## src/rtl/div_radix2_axis.sv

```systemverilog
// Multi-cycle radix-2 restoring divider with an AXI-stream-style handshake.
// One division in flight: accept, 32 iteration steps, sign fix, one-cycle result pulse.
// Result layout: [63:32] quotient, [31:0] remainder.
module div_radix2_axis #(
  parameter bit SIGNED = 1'b1
) (
  input  logic        aclk,
  input  logic        aresetn,
  input  logic        s_axis_divisor_tvalid,
  input  logic [31:0] s_axis_divisor_tdata,
  input  logic        s_axis_dividend_tvalid,
  input  logic [31:0] s_axis_dividend_tdata,
  output logic        s_axis_tready,
  output logic        m_axis_dout_tvalid,
  output logic [63:0] m_axis_dout_tdata
);

  typedef enum logic [1:0] {
    IDLE,
    ITER,
    FIX,
    DONE
  } state_t;

  state_t      state;
  state_t      state_nxt;
  logic [4:0]  cnt;
  logic [31:0] rem;
  logic [31:0] quo;
  logic [31:0] dsr;
  logic        sa;
  logic        sb;

  logic        accept;
  logic        a_neg;
  logic        b_neg;
  logic [31:0] mag_a;
  logic [31:0] mag_b;
  logic [32:0] trial;
  logic [31:0] q_fix;
  logic [31:0] r_fix;

  assign accept             = (state == IDLE) && s_axis_divisor_tvalid && s_axis_dividend_tvalid;
  assign s_axis_tready      = (state == IDLE);
  assign m_axis_dout_tvalid = (state == DONE);

  // Operand magnitudes, trial subtraction and sign correction.
  // The partial remainder never reaches dsr, so its bit 32 is always zero
  // and only the low 32 bits are kept in the register.
  always_comb begin
    a_neg = SIGNED && s_axis_dividend_tdata[31];
    b_neg = SIGNED && s_axis_divisor_tdata[31];
    mag_a = a_neg ? (32'd0 - s_axis_dividend_tdata) : s_axis_dividend_tdata;
    mag_b = b_neg ? (32'd0 - s_axis_divisor_tdata)  : s_axis_divisor_tdata;
    trial = {rem, quo[31]} - {1'b0, dsr};
    q_fix = (sa ^ sb) ? (32'd0 - quo) : quo;
    r_fix = sa ? (32'd0 - rem) : rem;
  end

  // State register.
  always_ff @(posedge aclk) begin
    if (!aresetn) state <= IDLE;
    else          state <= state_nxt;
  end

  // Next-state logic: accept in IDLE, 32 steps in ITER, then FIX and a one-cycle DONE.
  always_comb begin
    state_nxt = state;
    case (state)
      IDLE:    if (accept) state_nxt = ITER;
      ITER:    if (cnt == 5'd31) state_nxt = FIX;
      FIX:     state_nxt = DONE;
      DONE:    state_nxt = IDLE;
      default: state_nxt = IDLE;
    endcase
  end

  // Datapath: operand capture, restoring iteration and result register.
  always_ff @(posedge aclk) begin
    if (!aresetn) begin
      cnt               <= '0;
      rem               <= '0;
      quo               <= '0;
      dsr               <= '0;
      sa                <= 1'b0;
      sb                <= 1'b0;
      m_axis_dout_tdata <= '0;
    end else begin
      case (state)
        IDLE: begin
          if (accept) begin
            cnt <= '0;
            rem <= '0;
            quo <= mag_a;
            dsr <= mag_b;
            sa  <= a_neg;
            sb  <= b_neg;
          end
        end
        ITER: begin
          cnt <= cnt + 5'd1;
          if (!trial[32]) begin
            rem <= trial[31:0];
            quo <= {quo[30:0], 1'b1};
          end else begin
            rem <= {rem[30:0], quo[31]};
            quo <= {quo[30:0], 1'b0};
          end
        end
        FIX: m_axis_dout_tdata <= {q_fix, r_fix};
        default: ;
      endcase
    end
  end

endmodule

```

## config.mk

```make
export PLATFORM = sky130hd
export DESIGN_NAME = div_radix2_axis
export DESIGN_NICKNAME = d
export VERILOG_FILES = /design/src/rtl/div_radix2_axis.sv
export SDC_FILE = /design/constraint.sdc
export NUM_CORES = 1
export LEC_CHECK = 0
export CORE_ASPECT_RATIO = 0.75
export CORE_MARGIN = 8
export CORE_UTILIZATION = 30
export DETAILED_ROUTE_END_ITERATION = 10
export PLACE_DENSITY = 0.47
export SYNTH_ARGS = -nofsm -noshare
export SYNTH_HDL_FRONTEND = slang
export SYNTH_SLANG_ARGS = --single-unit
```

## constraint.sdc

```tcl
create_clock -name aclk -period 3.1 [get_ports aclk]
set_input_delay 0.31 -clock aclk [delete_from_list [all_inputs] [get_ports aclk]]
set_output_delay 0.31 -clock aclk [all_outputs]
set_load 0.02 [all_outputs]
```

==> results of run 1 <==
-- path summary, 6_finish.rpt --
kind / slack, ns / depth (start not counted) / end
setup reg to reg: 0.05 / 10 / rem[27]
hold / removal: 0.21 / 2 / sa
hold reg to reg: 0.46 / 2 / dsr[15]
setup / recovery: 0.05 / 10 / rem[27]
-- state kept, by name (all words and copies together), names as in the netlist --
register,flops
sa,1
quo,32
sb,1
cnt,5
dsr,32
m_axis_dout_tdata,64
state,2
rem,32
-- worst max-delay path: cells and delay by family (launching register included) --
kind / cells / cell delay (ns)
AO/OA/AOI/OAI: 7 / 1.99
adder cells (fa/ha/maj): 1 / 0.29
AND/OR/NAND/NOR: 1 / 0.14
buffers and inverters: 1 / 0.07
flip-flops: 1 / 0.44
-- placed cells by master (no fill, tap or decap), types with 6 or more instances in the layout --
| master | count |
|---|---|
| inv_6 | 6 |
| nor3_1 | 15 |
| clkbuf_16 | 17 |
| xor2_1 | 94 |
| or4_4 | 7 |
| ha_1 | 41 |
| buf_4 | 110 |
| a21boi_1 | 10 |
| and3_1 | 12 |
| nor2b_1 | 21 |
| a21oi_1 | 62 |
| inv_1 | 55 |
| o211a_1 | 78 |
| nor2_1 | 46 |
| mux2i_1 | 36 |
| nor4_1 | 7 |
| nand3_1 | 25 |
| nand4_1 | 9 |
| dfxtp_1 | 169 |
| clkdlybuf4s50_1 | 132 |
| nand3b_1 | 6 |
| o31ai_1 | 32 |
| a31oi_1 | 9 |
| and2_1 | 15 |
| o21ai_0 | 54 |
| o21ai_1 | 63 |
| o211ai_1 | 12 |
| or3_1 | 14 |
| o21a_1 | 6 |
| xnor2_1 | 42 |
| nand2_1 | 248 |
| a21boi_0 | 13 |
| nand2b_1 | 6 |
| o41ai_1 | 12 |
-- stage by stage --
step	instance area, µm²	instances	hold slack [ns]	utilization, %
detailed placement	13520	2010	0.4499	37.51
floorplan	11030	1383	0.4308	-
global route	14190	2042	0.1966	39.38
global placement	13520	2010	0.4411	37.51
finish	14190	2042	0.2066	39.38
CTS	14090	2042	0.1782	39.09
-- report_power, final --
part           leakage [nW]  internal [mW]  switching [mW]
Combinational          4.38           1.76            2.41
Clock                 0.281           1.08            1.02
Sequential             1.37           2.53           0.322
-- routing by layer --
metal | vias to the layer above | track usage (%) | routed length (µm)
li1 | 5300 | - | -
met5 | - | 0 | 0
met2 | 217 | 19.66 | 12600
met4 | 0 | 3.405 | 354
met3 | 17 | 3.192 | 1886
met1 | 4831 | 27.29 | 21160
-- kinds of logic (layout without fill, tap and decap cells) --
logic type,count (synthesis),after routing,share of synthesized area (%)
multiplexers,36,36,3.268
XOR/XNOR,138,138,10.96
AND/OR/NAND/NOR,460,460,19.99
adder cells (fa/ha/maj),43,43,4.947
AO/OA/AOI/OAI,399,399,25.33
buffers and inverters,138,332,4.822
flip-flops,169,169,30.68
-- area by class of cell --
| cell class | count | area (µm²) |
|---|---|---|
| fill | 3758 | 21840 |
| multi-input combinational | 1076 | 7243 |
| sequential | 169 | 3383 |
| timing repair buffer | 245 | 2207 |
| tap | 465 | 581.8 |
| clock buffer | 18 | 439.2 |
| inverter | 55 | 206.4 |
| clock inverter | 14 | 128.9 |
-- repair_timing --
action	in CTS	in global routing
gates resized for setup	0	20
buffers inserted	0	0
hold buffers	0	0
endpoints found under the setup margin	0	36
==> impl_metrics.ini, run 1 <==
[outcome]
status = finished clean

[sta]
min_period_over_period_pct = 98.33
fmax_mhz = 328.1
worst_pin_slew_ns = 0.9730
finalSetupTns_ns = 0
setup_violations = 0
grt_setup_unrepaired = yes
slew_headroom_pct = 34.82
min_period_ns = 3.048
hold_violations = 0
slew_violations = 0
worst_slack_ns = 0.05171
fin_skew_ns = 0.01571

[synthesis]
yosys_warnings = 0
synthTopCellsByArea = dfxtp_1 31%, nand2_1 8.4%, xor2_1 7.5%, o211a_1 7.1%, ha_1 4.8%
syn_area_um2 = 11030
syn_avg_cell_area_um2 = 7.973
syn_nets = 1494
ys_types = 69
synth_top_area_cell = dfxtp_1
yosysSeqAreaShare_pct = 30.68
synth_seq_cells = 169
async_flop_share_pct = 0
postSynthCellCount = 1383
yosysMostFrequentCell = nand2_1
synthTopCellsByCount = 248 x nand2_1, 169 x dfxtp_1, 95 x xor2_1, 78 x o211a_1, 66 x clkbuf_1
ys.flop_type = dfxtp_1
synth_edf_count = 0
synth_top_area_share_pct = 30.68

[worst_setup_path]
cp-start-kind = flop
end_kind = flop
critPathMaxStageDelay_ns = 0.49
cp_common_cell = a31oi_1
crit_arrival_ns = 3.38
path_class = flop to flop
crit_required_ns = 3.43
startpoint = dsr[1]
rr_startpoint = dsr[1]
path_cells = inv_1, ha_1, nor2b_1, o31a_1, a31oi_1, a31oi_1, o21a_1, a2111oi_0, a211oi_1, a221o_1
path_max_fanout = 4
cp_slowest_cell = a2111oi_0

[drt]
drt-initial-drc-count = 758
drc = 0
drt-pass1-iter-count = 5
via_per_inst = 5.076
finalWirelength_mm = 36.00
drtAntennaViolNets = 0
vias = 10370
routedWlPerCell_um = 17.63

[placement]
hpwl_mm = 28.17
gp_congestion = 0.8911
pre_cts_ws_ns = -0.07044
port_buffers = 133

[floorplan]
start_util_pct = 30.60
core-area_um2 = 36030
fp.dieH_um = 182.0
rows = 60
die-area_um2 = 43210
dieWidth_um = 237.4
ioPinCount = 134

[grt]
grt_pass1_wl_mm = 55.83
grt_antenna_before_repair = 0
grtUsageTotal_pct = 16.22
overflow = 0
grt_pass1_vias = 9562
grt_max_degree = 90

[clock_network]
cts.sinks = 169
cts_tree = built
clk_pin_slew_worst_paths_ns = 0.07
cts_buffer_depth = 2
clkLatencyLatePin_ns = 0.45
numCtsBuffers = 17
htreeDepth = 4
cts-root-buf = clkbuf_16

[hold_path]
min_from = aresetn
min_path_type = primary input to flop

[layout]
nNetsFinal = 1675
area_growth_pct = 28.69
layout-drive-gt1-share_pct = 11.29
diodes = 0

[power_and_ir_drop]
leakage_nw = 6.039
power.total_mw = 9.129
powerDensity_nw_per_um2 = 643.4
ir_worst_vdd_mv = 0.4335

[flow_run]
max_cap_viol_count = 0
Note: power is estimated with default switching activity, not from simulation.
==> run 2: changes to the inputs <==
==> constraint.sdc (replaced) <==
create_clock -name aclk -period 3.1 [get_ports aclk]
set_input_delay 0.31 -clock aclk [delete_from_list [all_inputs] [get_ports aclk]]
set_output_delay 0.31 -clock aclk [all_outputs]
set_load 0.005 [all_outputs]
==> results of run 2 <==
Same layout as run 1 (identical final DEF). Status: finished clean.
Among the figures that moved: total power 9.129 mW -> 8.916 mW; worst IR drop on VDD 0.4335 mV -> 0.3952 mV
==> run 3: changes to the inputs <==
--- a/config.mk
+++ b/config.mk
@@ -13,3 +13,4 @@
 export SYNTH_ARGS = -nofsm -noshare
 export SYNTH_HDL_FRONTEND = slang
 export SYNTH_SLANG_ARGS = --single-unit
+export TNS_END_PERCENT = 30
==> run 3 against run 2 <==
Core utilization is essentially flat. Die area is the same. Sequential share of layout area is essentially flat. Via count is essentially flat. Critical endpoint is now rem[26].
==> impl_metrics.ini, run 3 (same netlist as run 1, synthesis figures left out) <==
[sta]
hold_violations = 0
finalSetupTns_ns = 0
slew_violations = 0
worst_pin_slew_ns = 0.9777
worst_slack_ns = 0.04042
min_period_over_period_pct = 98.70
setup_violations = 0
grt_setup_unrepaired = yes
min_period_ns = 3.060
slew_headroom_pct = 34.50
fmax_mhz = 326.8
fin_skew_ns = 0.01466

[clock_network]
htreeDepth = 4
clk_pin_slew_worst_paths_ns = 0.07
cts_hold_buf = 0
clkLatencyLatePin_ns = 0.45
cts_buffer_depth = 2
cts.sinks = 169
numCtsBuffers = 17
cts-root-buf = clkbuf_16
cts_tree = built

[layout]
fin_util_pct = 39.38
nNetsFinal = 1675
diodes = 0
layout_commonest_cell = nand2_1
layout-drive-gt1-share_pct = 11.29
area_growth_pct = 28.70
instances_no_fill = 2042
largest_reg_flops = 64
num-fill-cells = 3757
layout_common_cells = 248 x nand2_1, 169 x dfxtp_1, 132 x clkdlybuf4s50_1
regMostFlops = m_axis_dout_tdata

[worst_setup_path]
path_cells = inv_1, ha_1, fa_1, nand2b_4, a21oi_4, o21ai_2, o211ai_1, a2111oi_2, or2_2, and4_1, or4b_1, o211ai_1
crit_arrival_ns = 3.42
cp-start-kind = flop
cp_common_cell = o211ai_1
path_class = flop to flop
rrSetupSlack_ns = 0.04
r2r_cells = 12
rr_endpoint = rem[26]
path_max_fanout = 2
rr_startpoint = quo[31]
crit_required_ns = 3.46
critPathMaxStageDelay_ns = 0.49
cp_slowest_cell = or4b_1
end_kind = flop

[hold_path]
worstHoldEndpoint = sa
min_path_type = primary input to flop
hold_depth = 2
min_from = aresetn

[floorplan]
dieWidth_um = 237.4
die-area_um2 = 43210
rows = 60
core-area_um2 = 36030
ioPinCount = 134
start_util_pct = 30.60
fp.dieH_um = 182.0

[drt]
drtAntennaViolNets = 0
finalWirelength_mm = 35.99
via_per_inst = 5.072
drt-initial-drc-count = 733
routedWlPerCell_um = 17.62
drt-pass1-iter-count = 5
drc = 0
vias = 10360

[grt]
grt_antenna_before_repair = 0
grt_pass1_vias = 9562
grt_max_degree = 90
grtUsageTotal_pct = 16.22
grt_pass1_wl_mm = 55.83
overflow = 0

[outcome]
status = finished clean

[placement]
pre_cts_ws_ns = -0.07044
placedCellCount = 2010
gp_congestion = 0.8911
hpwl_mm = 28.17
port_buffers = 133

[power_and_ir_drop]
powerDensity_nw_per_um2 = 628.2
power.total_mw = 8.915
leakage_nw = 6.041
ir_worst_vdd_mv = 0.3957

[flow_run]
max_cap_viol_count = 0
[run 3: changes by cell type in the layout (fill, tap and decap cells not counted)]
cell and delta:
a21oi_2 +1, fa_1 +1, fa_2 -1, a21oi_1 -1
[run 3: final cells by class]
class	count	area (µm²)	area share, %
clock inverters	14	128.9	0.9081
repair buffers	245	2207	15.55
clock buffers	18	439.2	3.095
multi-input cells	1076	7244	51.05
well taps	465	581.8	4.100
inverters	55	206.4	1.455
flip-flops and latches	169	3383	23.84
[run 3: worst max-delay path by stage]
stage | cells past startpoint | start | end
detailed placement | 10 | s_axis_divisor_tdata[16] | dsr[29]
CTS | 13 | dsr[25] | rem[27]
floorplan | 12 | quo[31] | rem[26]
finish | 12 | quo[31] | rem[26]
global placement | 10 | s_axis_divisor_tdata[16] | dsr[29]
global route | 12 | quo[31] | rem[26]
[run 3: repair_timing]
item	in CTS	in global routing
resized for setup	0	20
buffers inserted	0	0
setup endpoints to repair	0	36
[run 3: power by group]
part | switching (mW) | internal [mW] | total [mW] | leakage (nW)
logic | 2.20 | 1.75 | 3.95 | 4.39
clock network | 1.03 | 1.08 | 2.11 | 0.281
registers | 0.321 | 2.53 | 2.85 | 1.37
total | 3.55 | 5.37 | 8.92 | 6.04
[run 3: critical path, delay by kind of cell (launching register included)]
kind | cells | cell delay [ns]
buffers and inverters | 1 | 0.05
DFF | 1 | 0.33
adders and majority gates | 2 | 0.60
AOI/OAI and AO/OA | 5 | 0.79
and+or+nand+nor | 4 | 1.19
[run 3: per-stage QoR]
step,hold slack (ns),cell area (µm²)
after global placement,0.4411,13520
after CTS,0.1782,14090
final,0.2070,14190
after floorplan,0.4308,11030
after detailed placement,0.4499,13520
after global routing,0.1966,14190
[run 3: layer usage]
metal  wire, µm  track usage [%]  part of all wire, %  vias to the layer above
met1      21200            27.29                   59                     4824
met3       1868            3.192                  5.2                       17
met4        360            3.405                  1.0                        0
met5          0                0                    0                        -
met2      12560            19.66                   35                      224
li1           -                -                    -                     5293
